--- config.mk ---
export PLATFORM = sky130hd
export DESIGN_NAME = ravens_event_depacketizer
export DESIGN_NICKNAME = d
export VERILOG_FILES = /design/src/rtl/dvs_ravens_pkg.sv /design/src/rtl/dvs_event_checker.sv /design/src/rtl/ravens_event_depacketizer.sv
export SDC_FILE = /design/constraint.sdc
export NUM_CORES = 1
export LEC_CHECK = 0
export ABC_CLOCK_PERIOD_IN_PS = 2240
export CORE_ASPECT_RATIO = 0.5
export CORE_UTILIZATION = 40
export DETAILED_ROUTE_END_ITERATION = 8
export PLACE_DENSITY = 0.66
export SKIP_LAST_GASP = 1
export SLEW_MARGIN = 20
export SYNTH_ARGS = -nofsm -noshare
export SYNTH_HDL_FRONTEND = slang
export SYNTH_SLANG_ARGS = --single-unit
--- constraint.sdc ---
create_clock -name clk -period 2.24 [get_ports clk]
set_input_delay 0.448 -clock clk [delete_from_list [all_inputs] [get_ports clk]]
set_output_delay 0.448 -clock clk [all_outputs]
set_load 0.05 [all_outputs]
--- src/rtl/dvs_ravens_pkg.sv ---
// Shared field layout and types for the DVS <-> RAVENS event link.
package dvs_ravens_pkg;

    localparam int X_BITS                 = 9;
    localparam int Y_BITS                 = 9;
    localparam int TIMESTAMP_US_BITS      = 45;
    localparam int EVENT_BITS             = 64;
    localparam int RAVENS_PKT_BITS        = 32;
    localparam int RAVENS_WORDS_PER_EVENT = 2;

    // Bit positions inside the 64-bit event word {x, y, pol, ts}
    localparam int X_MSB      = 63;
    localparam int Y_MSB      = 54;
    localparam int POL_BIT    = 45;
    localparam int TS_HI_BITS = 13;

    // Sensor array is 346 x 260; addresses at or above these are invalid
    localparam logic [X_BITS-1:0] X_LIMIT = 9'd346;
    localparam logic [Y_BITS-1:0] Y_LIMIT = 9'd260;

    typedef struct packed {
        logic [X_BITS-1:0]            x;
        logic [Y_BITS-1:0]            y;
        logic                         pol;
        logic [TIMESTAMP_US_BITS-1:0] ts;
    } dvs_event_t;

    typedef enum logic {
        WAIT_HI = 1'b0,
        WAIT_LO = 1'b1
    } ravens_depkt_state_t;

endpackage

--- src/rtl/dvs_event_checker.sv ---
// Combinational range / timestamp-order check for one DVS event.
module dvs_event_checker
    import dvs_ravens_pkg::*;
(
    input  logic [EVENT_BITS-1:0]        ev_in,
    input  logic [TIMESTAMP_US_BITS-1:0] last_ts,
    output logic                         addr_ok,
    output logic                         ts_order_ok
);

    dvs_event_t ev;

    // Unpack the flat word and compare fields unsigned
    always_comb begin
        ev          = ev_in;
        addr_ok     = (ev.x < X_LIMIT) && (ev.y < Y_LIMIT);
        ts_order_ok = (ev.ts >= last_ts);
    end

endmodule

--- src/rtl/ravens_event_depacketizer.sv ---
// Rebuilds 64-bit DVS events from pairs of 32-bit RAVENS packets,
// dropping out-of-range addresses and flagging timestamp regressions.
module ravens_event_depacketizer
    import dvs_ravens_pkg::*;
#(
    parameter int DROP_CNT_BITS = 16
) (
    input  logic                       clk,
    input  logic                       rst,
    input  logic [RAVENS_PKT_BITS-1:0] pkt_in,
    input  logic                       pkt_in_valid,
    output logic                       pkt_in_ready,
    input  logic                       resync,
    output logic [EVENT_BITS-1:0]      event_out,
    output logic                       event_out_valid,
    input  logic                       event_out_ready,
    output logic                       err_addr,
    output logic                       err_ts_order,
    output logic [DROP_CNT_BITS-1:0]   drop_count
);

    ravens_depkt_state_t          state_q, state_d;
    logic [RAVENS_PKT_BITS-1:0]   hi_q, hi_d;
    logic [EVENT_BITS-1:0]        event_q, event_d;
    logic                         valid_q, valid_d;
    logic                         err_addr_q, err_addr_d;
    logic                         err_ts_q, err_ts_d;
    logic [DROP_CNT_BITS-1:0]     drop_q, drop_d;
    logic [TIMESTAMP_US_BITS-1:0] last_ts_q, last_ts_d;

    logic                         accept;
    logic [EVENT_BITS-1:0]        assembled;
    logic                         addr_ok;
    logic                         ts_order_ok;

    assign assembled = {hi_q, pkt_in};

    dvs_event_checker u_checker (
        .ev_in       (assembled),
        .last_ts     (last_ts_q),
        .addr_ok     (addr_ok),
        .ts_order_ok (ts_order_ok)
    );

    // Handshake: the low word may only land when the output slot is free
    // or is being drained this same cycle.
    always_comb begin
        pkt_in_ready = !rst && !resync &&
                       (state_q == WAIT_HI || !valid_q || event_out_ready);
        accept       = pkt_in_valid && pkt_in_ready;
    end

    // Assembly FSM, validation and output slot management
    always_comb begin
        state_d    = state_q;
        hi_d       = hi_q;
        event_d    = event_q;
        valid_d    = valid_q && !event_out_ready;
        err_addr_d = 1'b0;
        err_ts_d   = 1'b0;
        drop_d     = drop_q;
        last_ts_d  = last_ts_q;

        if (resync) begin
            // Drop any half-built event; the held output is left alone
            state_d = WAIT_HI;
            hi_d    = '0;
        end else if (accept) begin
            case (state_q)
                WAIT_HI: begin
                    hi_d    = pkt_in;
                    state_d = WAIT_LO;
                end
                WAIT_LO: begin
                    state_d = WAIT_HI;
                    if (!addr_ok) begin
                        err_addr_d = 1'b1;
                        if (drop_q != {DROP_CNT_BITS{1'b1}})
                            drop_d = drop_q + {{(DROP_CNT_BITS-1){1'b0}}, 1'b1};
                    end else begin
                        event_d   = assembled;
                        valid_d   = 1'b1;
                        err_ts_d  = !ts_order_ok;
                        last_ts_d = assembled[TIMESTAMP_US_BITS-1:0];
                    end
                end
                default: state_d = WAIT_HI;
            endcase
        end
    end

    // State register
    always_ff @(posedge clk) begin
        if (rst) begin
            state_q    <= WAIT_HI;
            hi_q       <= '0;
            event_q    <= '0;
            valid_q    <= 1'b0;
            err_addr_q <= 1'b0;
            err_ts_q   <= 1'b0;
            drop_q     <= '0;
            last_ts_q  <= '0;
        end else begin
            state_q    <= state_d;
            hi_q       <= hi_d;
            event_q    <= event_d;
            valid_q    <= valid_d;
            err_addr_q <= err_addr_d;
            err_ts_q   <= err_ts_d;
            drop_q     <= drop_d;
            last_ts_q  <= last_ts_d;
        end
    end

    assign event_out       = event_q;
    assign event_out_valid = valid_q;
    assign err_addr        = err_addr_q;
    assign err_ts_order    = err_ts_q;
    assign drop_count      = drop_q;

endmodule

# After elaboration in Yosys (flattened, before gate mapping)
# Cells that the tools add are included.
classes:
  add_sub_neg: 1
  n_lt_le_gt_ge: 3
  eq_ne: 1
  muxes: 6
  n_bitwise: 4
  reduce_logical: 18
ops:
  columns: ["cell", "n"]
  rows:
  - ["45-bit >= comparator", 1]
  - ["9-bit less-than comparator, second input constant", 2]
  - ["16-bit by 1-bit adder with 16-bit output, second input constant", 1]
  - ["16-bit != test, second input constant", 1]
  - ["1-bit logical AND", 5]
  - ["1-bit logical NOT", 5]
  - ["1-bit 2-to-1 mux", 5]
  - ["5-bit AND reduction", 1]
  - ["5-bit OR reduction", 1]
  - ["1-bit NOT", 4]
  - ["4-bit AND reduction", 1]
  - ["4-bit OR reduction", 1]
  - ["1-bit logical OR", 2]
  - ["1-bit one-hot mux with 2 select lines", 1]
  - ["2-bit AND reduction", 1]
  - ["2-bit OR reduction", 1]
word_totals:
  reg_bits: 161
  out_inout_bits: 84

# Depth between registers and ports, before layout
# Gate-level depths: netlist of the first run.
depth:
  depth_word: 7
  ltp_mapped: 9
  depth_no_buf: 7

# Modules after synthesis
# Synthesis of the first run repeated with hierarchy kept, for this count alone.
hier_totals:
  cells_unflattened: 691
  area_unflattened_um2: 5492.8
modules_own_cells:
  columns: ["module", "instances", "cells_per_inst", "area_each_um2", "seq_area_each_um2"]
  rows:
  - ["ravens_event_depacketizer", 1, 535, 4319.1, 2322.2]
  - ["dvs_event_checker", 1, 156, 1173.6, 0.0]

# Least setup slack after synthesis of the first run
# No wires, ideal clock.
synth_timing:
  path_type: "input to output"
  start: "in rst"
  end: "out pkt_in_ready"
  t_arrival_ns: 1.782
  required_ns: 1.792
  setup_slack_ns: 0.010
  path_stages: 4
  n_path_buf: 2
  path_cell_list: "or2_1 buf_2 buf_1 a21oi_1"
synth_between:
  elab_chain_cells: 3
synth_rtl:
  columns: ["item", "line_no", "text"]
  rows:
  - ["start, declared", "ravens_event_depacketizer.sv:9", "input logic rst,"]
  - ["1-bit logical NOT", "ravens_event_depacketizer.sv:48", "pkt_in_ready = !rst && !resync &&"]
  - ["1-bit logical AND (2 in a row)", "ravens_event_depacketizer.sv:48", null]
  - ["end, declared", "ravens_event_depacketizer.sv:12", "output logic pkt_in_ready,"]
# Every way passes these cells.

# Final worst setup path of the first run
layout_timing:
  start: "in event_out_ready"
  end: "out pkt_in_ready"
layout_between:
  elab_chain_cells: 2
layout_rtl:
  columns: ["item", "line_no", "text"]
  rows:
  - ["start, declared", "ravens_event_depacketizer.sv:16", "input logic event_out_ready,"]
  - ["1-bit logical OR", "ravens_event_depacketizer.sv:49", "(state_q == WAIT_HI || !valid_q || event_out_ready);"]
  - ["1-bit logical AND", "ravens_event_depacketizer.sv:48", null]
# Every way passes these cells.

==> results of run 1 <==
## routing by layer
metal / up-vias / wire [um] / global-route usage, %
li1: 2683 / - / -
met1: 2477 / 7010 / 28.6
met2: 117 / 6880 / 35.7
met3: 15 / 758 / 5.47
met4: 0 / 187 / 7.24
met5: - / 0 / 0
## per-stage QoR
| stage | setup TNS (ns) | hold WS [ns] | setup slack (ns) | area (um^2) | utilization [%] |
|---|---|---|---|---|---|
| 2_1_floorplan | 0 | 0.432 | 0.0102 | 5450 | - |
| 3_3_place_gp | -8.16 | 0.442 | -0.192 | 7140 | 54.9 |
| 3_5_place_dp | -10.54 | 0.445 | -0.242 | 7140 | 54.9 |
| 4_1_cts | 0 | 0.454 | 0.0409 | 7720 | 59.4 |
| 5_1_grt | 0 | 0.475 | 0.00210 | 7720 | 59.5 |
| 6_report | 0 | 0.452 | 0.0685 | 7720 | 59.5 |
## Yosys cell counts (4+ instances only)
cell                       instances
sky130_fd_sc_hd__buf_2             4
sky130_fd_sc_hd__a21oi_1         128
sky130_fd_sc_hd__buf_6             5
sky130_fd_sc_hd__nand4_1          12
sky130_fd_sc_hd__and3_1            4
sky130_fd_sc_hd__nor2_1            7
sky130_fd_sc_hd__inv_1            54
sky130_fd_sc_hd__dfxtp_1         116
sky130_fd_sc_hd__nand2_1         205
sky130_fd_sc_hd__or4_1            12
sky130_fd_sc_hd__o21ai_0           9
sky130_fd_sc_hd__or3_1             4
sky130_fd_sc_hd__o31ai_1          12
sky130_fd_sc_hd__nand3_1           9
sky130_fd_sc_hd__clkbuf_1         25
sky130_fd_sc_hd__ha_1             46
sky130_fd_sc_hd__a21o_1            9
## final cells by class
class                      instances  area, um^2  share of cell area (%)
clock buffer                      17         425                    5.51
multi-input combinational        490        2750                    35.6
clock inverter                    15         158                    2.04
timing repair buffer             172        1650                    21.4
tap                              170         213                    2.75
inverter                          54         203                    2.62
sequential                       116        2320                    30.1
## power groups by stage
stage,Sequential (W),Clock (W),Combinational (W)
final,0.00209,0.00269,0.000361
after global routing,0.00209,0.00286,0.000397
after CTS,0.00209,0.00273,0.000361
after detailed placement,0.00213,0,0.000357
after global placement,0.00213,0,0.000351
after floorplan,0.00215,0,0.000148
## kinds of logic after synthesis
| group | after synthesis | share of synthesized area (%) |
|---|---|---|
| compound gates | 175 | 18.0 |
| fa+ha+maj | 46 | 10.6 |
| buf+inv | 91 | 7.19 |
| flops | 116 | 42.6 |
| simple gates | 269 | 21.6 |
## timing repair
item | 4_1_cts | 5_1_grt
endpoints found under the setup margin | 0 | 1
setup buffers | 0 | 0
resized for setup | 0 | 1
## registers in the layout (all words and copies together), names as in the netlist
| name | cells |
|---|---|
| err_ts_order | 1 |
| drop_count | 16 |
| state_q | 1 |
| hi_q | 32 |
| event_out | 64 |
| err_addr | 1 |
| event_out_valid | 1 |
## worst min-delay path, cell delays in order, from the launching register on
cell                      delay, ns
sky130_fd_sc_hd__dfxtp_1       0.31
sky130_fd_sc_hd__nand2_1       0.05
sky130_fd_sc_hd__a21oi_1       0.05
## cells in the final DEF, fill, tap and decap left out, types with 12 or more instances in the layout
cell type                           n
sky130_fd_sc_hd__buf_4             47
sky130_fd_sc_hd__clkdlybuf4s50_1  118
sky130_fd_sc_hd__or4_1             12
sky130_fd_sc_hd__inv_1             54
sky130_fd_sc_hd__dfxtp_1          116
sky130_fd_sc_hd__nand4_1           12
sky130_fd_sc_hd__ha_1              46
sky130_fd_sc_hd__a21oi_1          128
sky130_fd_sc_hd__clkbuf_16         17
sky130_fd_sc_hd__nand2_1          205
sky130_fd_sc_hd__o31ai_1           12
## final timing paths
kind              endpoint             from  slack (ns)  cells past startpoint
max           pkt_in_ready  event_out_ready        0.07                      5
min reg2reg  event_out[46]    event_out[46]        0.45                      2
min          event_out[46]    event_out[46]        0.45                      2
max reg2reg  drop_count[1]         hi_q[16]        0.13                      8
==> impl.org, run 1 <==
** Timing
- Fmax :: 461 MHz
- Worst-Margin Slew :: 0.907 ns
- Dividing the final minimum period by the clock period gives a little over nine tenths.
- # setup viols final :: 0
- Across the routed clock network, the largest skew measured is ~0.0094 ns.
- Fin crit period :: about 2.2 ns
- Slew Viols, Final :: 0
- Hold violation total from the final report :: 0
- Setup repair after global routing left no endpoint under its margin.
- Worst slew margin relative to its limit :: between 30% and 40%

** Setup path
- Critical path class :: input port to output port
- Traced cell by cell, the critical path runs through clkdlybuf4s50_1 > nor2b_1 > buf_4 > a21oi_1 > buf_4.
- Data on the critical path arrives at its endpoint at 1.72 ns.
- Worst path bufs/invs :: 3
- On the worst path, the slowest cell contributes a delay of 0.42 ns.
- In this run the worst path has a maximum fanout of 4.
- Critical path startpoint category :: input port
- Largest delay share family, worst path :: buffers and inverters
- Data on the critical path is required at its endpoint by about 1.8 ns.
- Crit end category :: output port
- The slowest stage of the critical path is the sky130_fd_sc_hd__nor2b_1 cell.
- Most common cell type on the critical path :: sky130_fd_sc_hd__buf_4

** Power
- Net switching is 25.6% of the power.
- Power Internal :: about 0.0038 W
- IR analysis of the VDD net gives a maximum drop of around 0.00045 V.
- Net Switching :: 0.00132 W
- Static power due to leakage :: 2.76 nW
- In this run, flip-flops and latches consume between 40% and 50% of the power.
- Power spread over the standard cell area amounts to 665 nW/um^2.
- Design Power :: 0.00514 W
- Per report_power, the clock group accounts for 52.4% of the total.
- Combinational Power Share :: ~7.0%

** Detailed routing
- Via/cell ratio :: a little over 5
- Routed Wire Length :: around 15 mm
- After detailed routing, the number of remaining DRC violations is 0.
- Routed WL per cell :: ~14 um
- First-pass iteration count of the detailed router :: 6
- For this block, the initial DRC count from the detailed router was approximately 290.
- Overall via count from detail_route :: about 5300
- The count of nets left with antenna violations once routing finished came out at 0.

** Synth
- For this run, asynchronously set or reset flops after synthesis account for 0%.
- In this run, distinct cell masters in the synthesized netlist total 40.
- The synthesized design spends more area on one cell type than any other, namely sky130_fd_sc_hd__dfxtp_1.
- Counting flops and latches in the post-synthesis netlist gives 116.
- Syn Std Cell Area :: around 5500 um^2
- Synthesized area per cell :: 7.82 um^2
- Mapped Nets :: 780
- Sequential share of the synthesized area :: between 40% and 50%
- For this run, the leading register cell type out of synthesis is sky130_fd_sc_hd__dfxtp_1.
- After synthesis, the cell types taking the most area are sky130_fd_sc_hd__dfxtp_1 (43%), sky130_fd_sc_hd__nand2_1 (14%), sky130_fd_sc_hd__a21oi_1 (12%).
- Number of warnings issued by yosys :: 0
- Number of synthesized flops with an enable pin :: 0
- Gate count after technology mapping :: roughly 700
- Fraction of post-synthesis cell area in the top cell type by area :: 42.6%

** CTS
- CTS built an H-tree with a depth of 4.
- Buffer levels on the longest clock path :: 2
- TritonCTS Buffers :: 17
- The cell sitting at the root of the clock tree is a sky130_fd_sc_hd__clkbuf_16.
- Latest clock arrival within the worst-skew pair :: just over 0.4 ns
- TritonCTS Sinks :: about 120
- Clock tree from TritonCTS :: built
- Cts-stage hold buffer count :: 0
- After clock tree synthesis, the clock-pin slew on the worst setup and hold paths is 0.06 ns.

** Global route
- Remaining global-route overflow :: 0
- The first global-routing pass estimated 24.6 mm of wire.
- Pin count of the biggest net entering global routing :: between 80 and 90
- Global routing used between 20% and 30% of the available tracks.
- The number of global-route vias before repair was roughly 5000.
- Number of antenna violations at the first check in global routing :: 0

** Layout
- 0 antenna diodes ended up in the layout.
- Fillcell total :: roughly 1100
- The area growth from synthesis to layout is 41.7%.
- For this run, the post-layout net count is between 900 and 1000.
- Once layout is complete, the cells apart from fillers number just over 1000.
- The post-route netlist has a little over a tenth of its cells at a drive strength greater than 1.

** Placed design
- Post-placement cell count :: 1002
- Port Buffer Count :: 120
- Summed over all nets, the half-perimeter wirelength after detailed placement is 10.4 mm.
- The congestion estimate from routability-driven global placement came to ~0.84.

** Die
- Effective utilization at floorplan :: 42.0%
- Total core area :: about 13000 um^2
- Overall die width :: around 170 um
- Die height :: around 85 um
- Number of core rows :: 29
- Full die area :: ~14000 um^2
- Number of top-level pins :: between 100 and 150

** Outcome
- The run finished with clean final reports.

** Min path
- The worst hold path belongs to the class register to register.

** Job
- Across the run, the number of max-cap violations was 0.
Note: power is estimated with default switching activity, not from simulation.
==> run 2, diff against run 1 <==
--- a/config.mk
+++ b/config.mk
@@ -11,7 +11,7 @@
 export DETAILED_ROUTE_END_ITERATION = 8
 export PLACE_DENSITY = 0.66
 export SKIP_LAST_GASP = 1
-export SLEW_MARGIN = 20
+export SLEW_MARGIN = 25
 export SYNTH_ARGS = -nofsm -noshare
 export SYNTH_HDL_FRONTEND = slang
 export SYNTH_SLANG_ARGS = --single-unit
==> results of run 2 <==
Same layout as run 1: the final DEF is identical, and so are final timing and power.
==> run 3, diff against run 2 <==
--- a/config.mk
+++ b/config.mk
@@ -7,9 +7,9 @@
 export LEC_CHECK = 0
 export ABC_CLOCK_PERIOD_IN_PS = 2240
 export CORE_ASPECT_RATIO = 0.5
-export CORE_UTILIZATION = 40
+export CORE_UTILIZATION = 51
 export DETAILED_ROUTE_END_ITERATION = 8
-export PLACE_DENSITY = 0.66
+export PLACE_DENSITY = 0.81
 export SKIP_LAST_GASP = 1
 export SLEW_MARGIN = 25
 export SYNTH_ARGS = -nofsm -noshare
==> run 3 against run 2 <==
  * Highest routed layer unchanged
  * Flip-flop and latch count is the same
  * Critical path type is now register to register
  * Critical path depth increased by 2
  * Register-to-register slack worse by 0.12 ns
  * Die area down 21%
  * Via count increased by 1.8%
  * Largest cell class unchanged
  * Routed wire length grew 1.4%
  * Total power shrank 0.30%
==> impl.org, run 3 (same netlist as run 1, synthesis figures left out) <==
** Power
- Switching portion of total power :: 23.3% (-2.3 points)
- Power per Cell Area :: 668 nW/um^2 (+0.36%)
- The part of the power in the clock network was 52.2% (-0.2 points).
- The worst supply voltage drop on vdd came to 0.000538 V (+19%).
- The switching component of the power was 0.00119 W (-9.4%).
- Static power due to leakage :: 2.73 nW (-1.0%)
- The power after layout came to 0.00512 W (-0.30%).
- The sequential power share was 40.8% (+0.2 points).
- The share of power burned in combinational logic was 7.1% (about the same).
- The internal cell power was 0.00393 W (+2.8%).

** Setup path
- The critical path data required time is 2.56 ns (+0.77 ns).
- Slack of the worst reg-to-reg path :: 0.01 ns (-0.12 ns)
- The worst setup path is launched from a register.
- Critical Path AT :: 2.55 ns (+0.83 ns)
- Biggest fanout along the worst timing path :: 22 (+18)
- Critical path class :: register to register
- R2R depth :: 7 (-1)
- The worst register-to-register path ends at event_out[58].
- In this run the critical register-to-register path is launched from hi_q[16].
- Crit end category :: register

** Die
- Number of core rows :: 26 (-10%)
- The top-level port count is 121 (unchanged).
- Overall die width :: 148 um (-11%)
- Full die area :: 11100 um^2 (-21%)
- Effective utilization at floorplan :: 53.0% (+11 points)
- Total core area :: 10300 um^2 (-21%)
- Die height :: 75.1 um (-11%)

** CTS
- The root buffer cell chosen for the clock tree is sky130_fd_sc_hd__clkbuf_16.
- The maximum number of buffers from clock root to sink is 2 (unchanged).
- The H-tree depth reported by CTS came to 4 (unchanged).
- TritonCTS Sinks :: 116 (unchanged)
- Clock tree from TritonCTS :: built
- The clock latency at the later pin of the worst-skew pair came to 0.41 ns (about the same).
- The CTS clock-pin slew for the worst setup and hold paths was 0.06 ns (about the same).
- TritonCTS Buffers :: 17 (unchanged)

** Placed design
- The global placement routability congestion came to 0.871 (+3.3%).
- HPWL reported at the end of detailed placement :: 9.77 mm (-6.2%)
- The port buffer count is 120 (unchanged).
- Post-DP Area :: 7040 um^2 (-1.4%)

** Layout
- Final instance area :: 7670 um^2 (-0.65%)
- Highest-count cells in the layout ignoring fill and taps :: sky130_fd_sc_hd__nand2_1 (205), sky130_fd_sc_hd__a21oi_1 (128), sky130_fd_sc_hd__clkdlybuf4s50_1 (118), sky130_fd_sc_hd__dfxtp_1 (116), sky130_fd_sc_hd__inv_1 (54)
- The multi-input logic area was 2760 um^2 (about the same).
- From synthesis to final layout, the design area changed by 40.8%.
- The flip-flop count of the largest register, all copies and words added was 64 (unchanged).
- The fill cell instance count of the final layout came to 755 (-34%).
- The register cell area after layout came to 2320 um^2 (unchanged).
- The net total in the final layout was 927 (-0.75%).
- Layout cell share with drive strength beyond 1 :: 10.0% (-0.61 points)
- The library cell used most frequently in the layout, excluding fill and tap cells, is sky130_fd_sc_hd__nand2_1.
- The antenna diode count was 0 (unchanged).

** Timing
- The slew of the pin with the lowest slew margin came to 0.886 ns (-0.0213 ns).
- The clock skew was 0.0105 ns (+0.00103 ns).
- The number of hold-slack violations in the final timing report is 0 (unchanged).
- Worst slew margin relative to its limit :: 41.0% (+1.4 points)
- The total setup violations reported at the end of the flow is 0 (unchanged).
- The final worst-path cycle share came to 99.5% (+2.5 points).
- Fin crit period :: 2.23 ns (+0.0564 ns)
- Fmax :: 449 MHz (-2.5%)
- The number of slew-limit violations in the final report came to 0 (unchanged).

** Detailed routing
- The total wire length after detailed routing was 15.0 mm (+1.4%).
- The post-route antenna net violation count came to 0 (unchanged).
- First-pass iteration count of the detailed router :: 6 (unchanged)
- Initial drt markers :: 317 (+11%)
- The DRC violation count after routing was 0 (unchanged).
- The final routed wire length divided by cell count was 15.1 um (+5.1%).
- The total vias in the final route is 5388 (+1.8%).
- The mean number of vias per cell came to 5.40 (+5.6%).

** Global route
- Via count of the first global-routing pass :: 4955 (-1.5%)
- The sum of overflow across all layers after global routing is 0 (unchanged).
- Global-route usage over all layers :: 27.7% (+5.7 points)
- Global-route wire length before repair :: 23.9 mm (-2.9%)
- The largest net degree at the start of global routing is 82 (-1.2%).
- Number of antenna violations at the first check in global routing :: 0 (unchanged)

** Min path
- Hold-critical path depth :: 4 (+2)
- Hold Crit Endpoint :: state_q
- The worst hold path belongs to the class input port to register.
- In this run the most critical hold path is launched from rst.

** Job
- Max-capacitance violation count :: 0 (unchanged)

** Outcome
- The run finished with clean final reports.
run 3: power by group through the flow:
stage          Sequential, W  Clock (W)  Combinational, W
6_report             0.00209    0.00267          0.000361
5_1_grt              0.00209    0.00280          0.000395
4_1_cts              0.00209    0.00269          0.000354
3_5_place_dp         0.00213          0          0.000349
3_3_place_gp         0.00213          0          0.000341
2_1_floorplan        0.00215          0          0.000148
run 3: worst max-delay path by stage:
stage,cells after the start,to,slack (ns),startpoint
6_report,7,event_out[58],0.01,hi_q[16]
5_1_grt,7,event_out[58],-0.07,hi_q[16]
4_1_cts,5,pkt_in_ready,0.05,resync
3_5_place_dp,8,err_ts_order,-0.20,pkt_in[24]
3_3_place_gp,7,event_out[45],-0.13,resync
2_1_floorplan,4,pkt_in_ready,0.01,rst
run 3: layer usage:
metal / GRT usage, % / vias to the layer above / wire (um)
met4: 11.5 / 0 / 298
li1: - / 2671 / -
met2: 48.1 / 172 / 7270
met1: 34.0 / 2521 / 6590
met5: 0 / - / 0
met3: 6.30 / 24 / 890
run 3: layout make-up:
cell class	count	share of cell area (%)
timing repair buffer	165	21.3
tap	140	2.28
clock buffer	19	5.90
clock inverter	13	1.74
multi-input combinational	490	35.9
sequential	116	30.3
inverter	54	2.64
run 3: per-stage QoR:
step / hold slack, ns / worst slack (ns) / cells / setup TNS [ns] / util (%)
2_1_floorplan: 0.432 / 0.0102 / 697 / 0 / -
3_3_place_gp: 0.444 / -0.129 / 962 / -7.89 / 68.5
3_5_place_dp: 0.446 / -0.203 / 962 / -9.63 / 68.5
4_1_cts: 0.332 / 0.0452 / 994 / 0 / 74.2
5_1_grt: 0.370 / -0.0724 / 997 / -0.360 / 74.6
6_report: 0.343 / 0.0121 / 997 / 0 / 74.6
run 3: repair_timing:
| action | CTS | global route |
|---|---|---|
| resized for setup | 1 | 2 |
| cloned | 0 | 1 |
| hold endpoints to repair | 0 | 0 |
| endpoints found under the setup margin | 1 | 2 |
| setup buffers | 0 | 2 |
| hold buffers | 0 | 0 |
| pin swaps | 0 | 1 |
run 3: critical path: stages, from the launching register on:
cell,delay [ns]
sky130_fd_sc_hd__dfxtp_1,0.34
sky130_fd_sc_hd__or4_1,0.56
sky130_fd_sc_hd__o31a_1,0.36
sky130_fd_sc_hd__nor3_4,0.24
sky130_fd_sc_hd__buf_4,0.18
sky130_fd_sc_hd__buf_12,0.18
sky130_fd_sc_hd__nand2_1,0.08
sky130_fd_sc_hd__a21oi_1,0.18
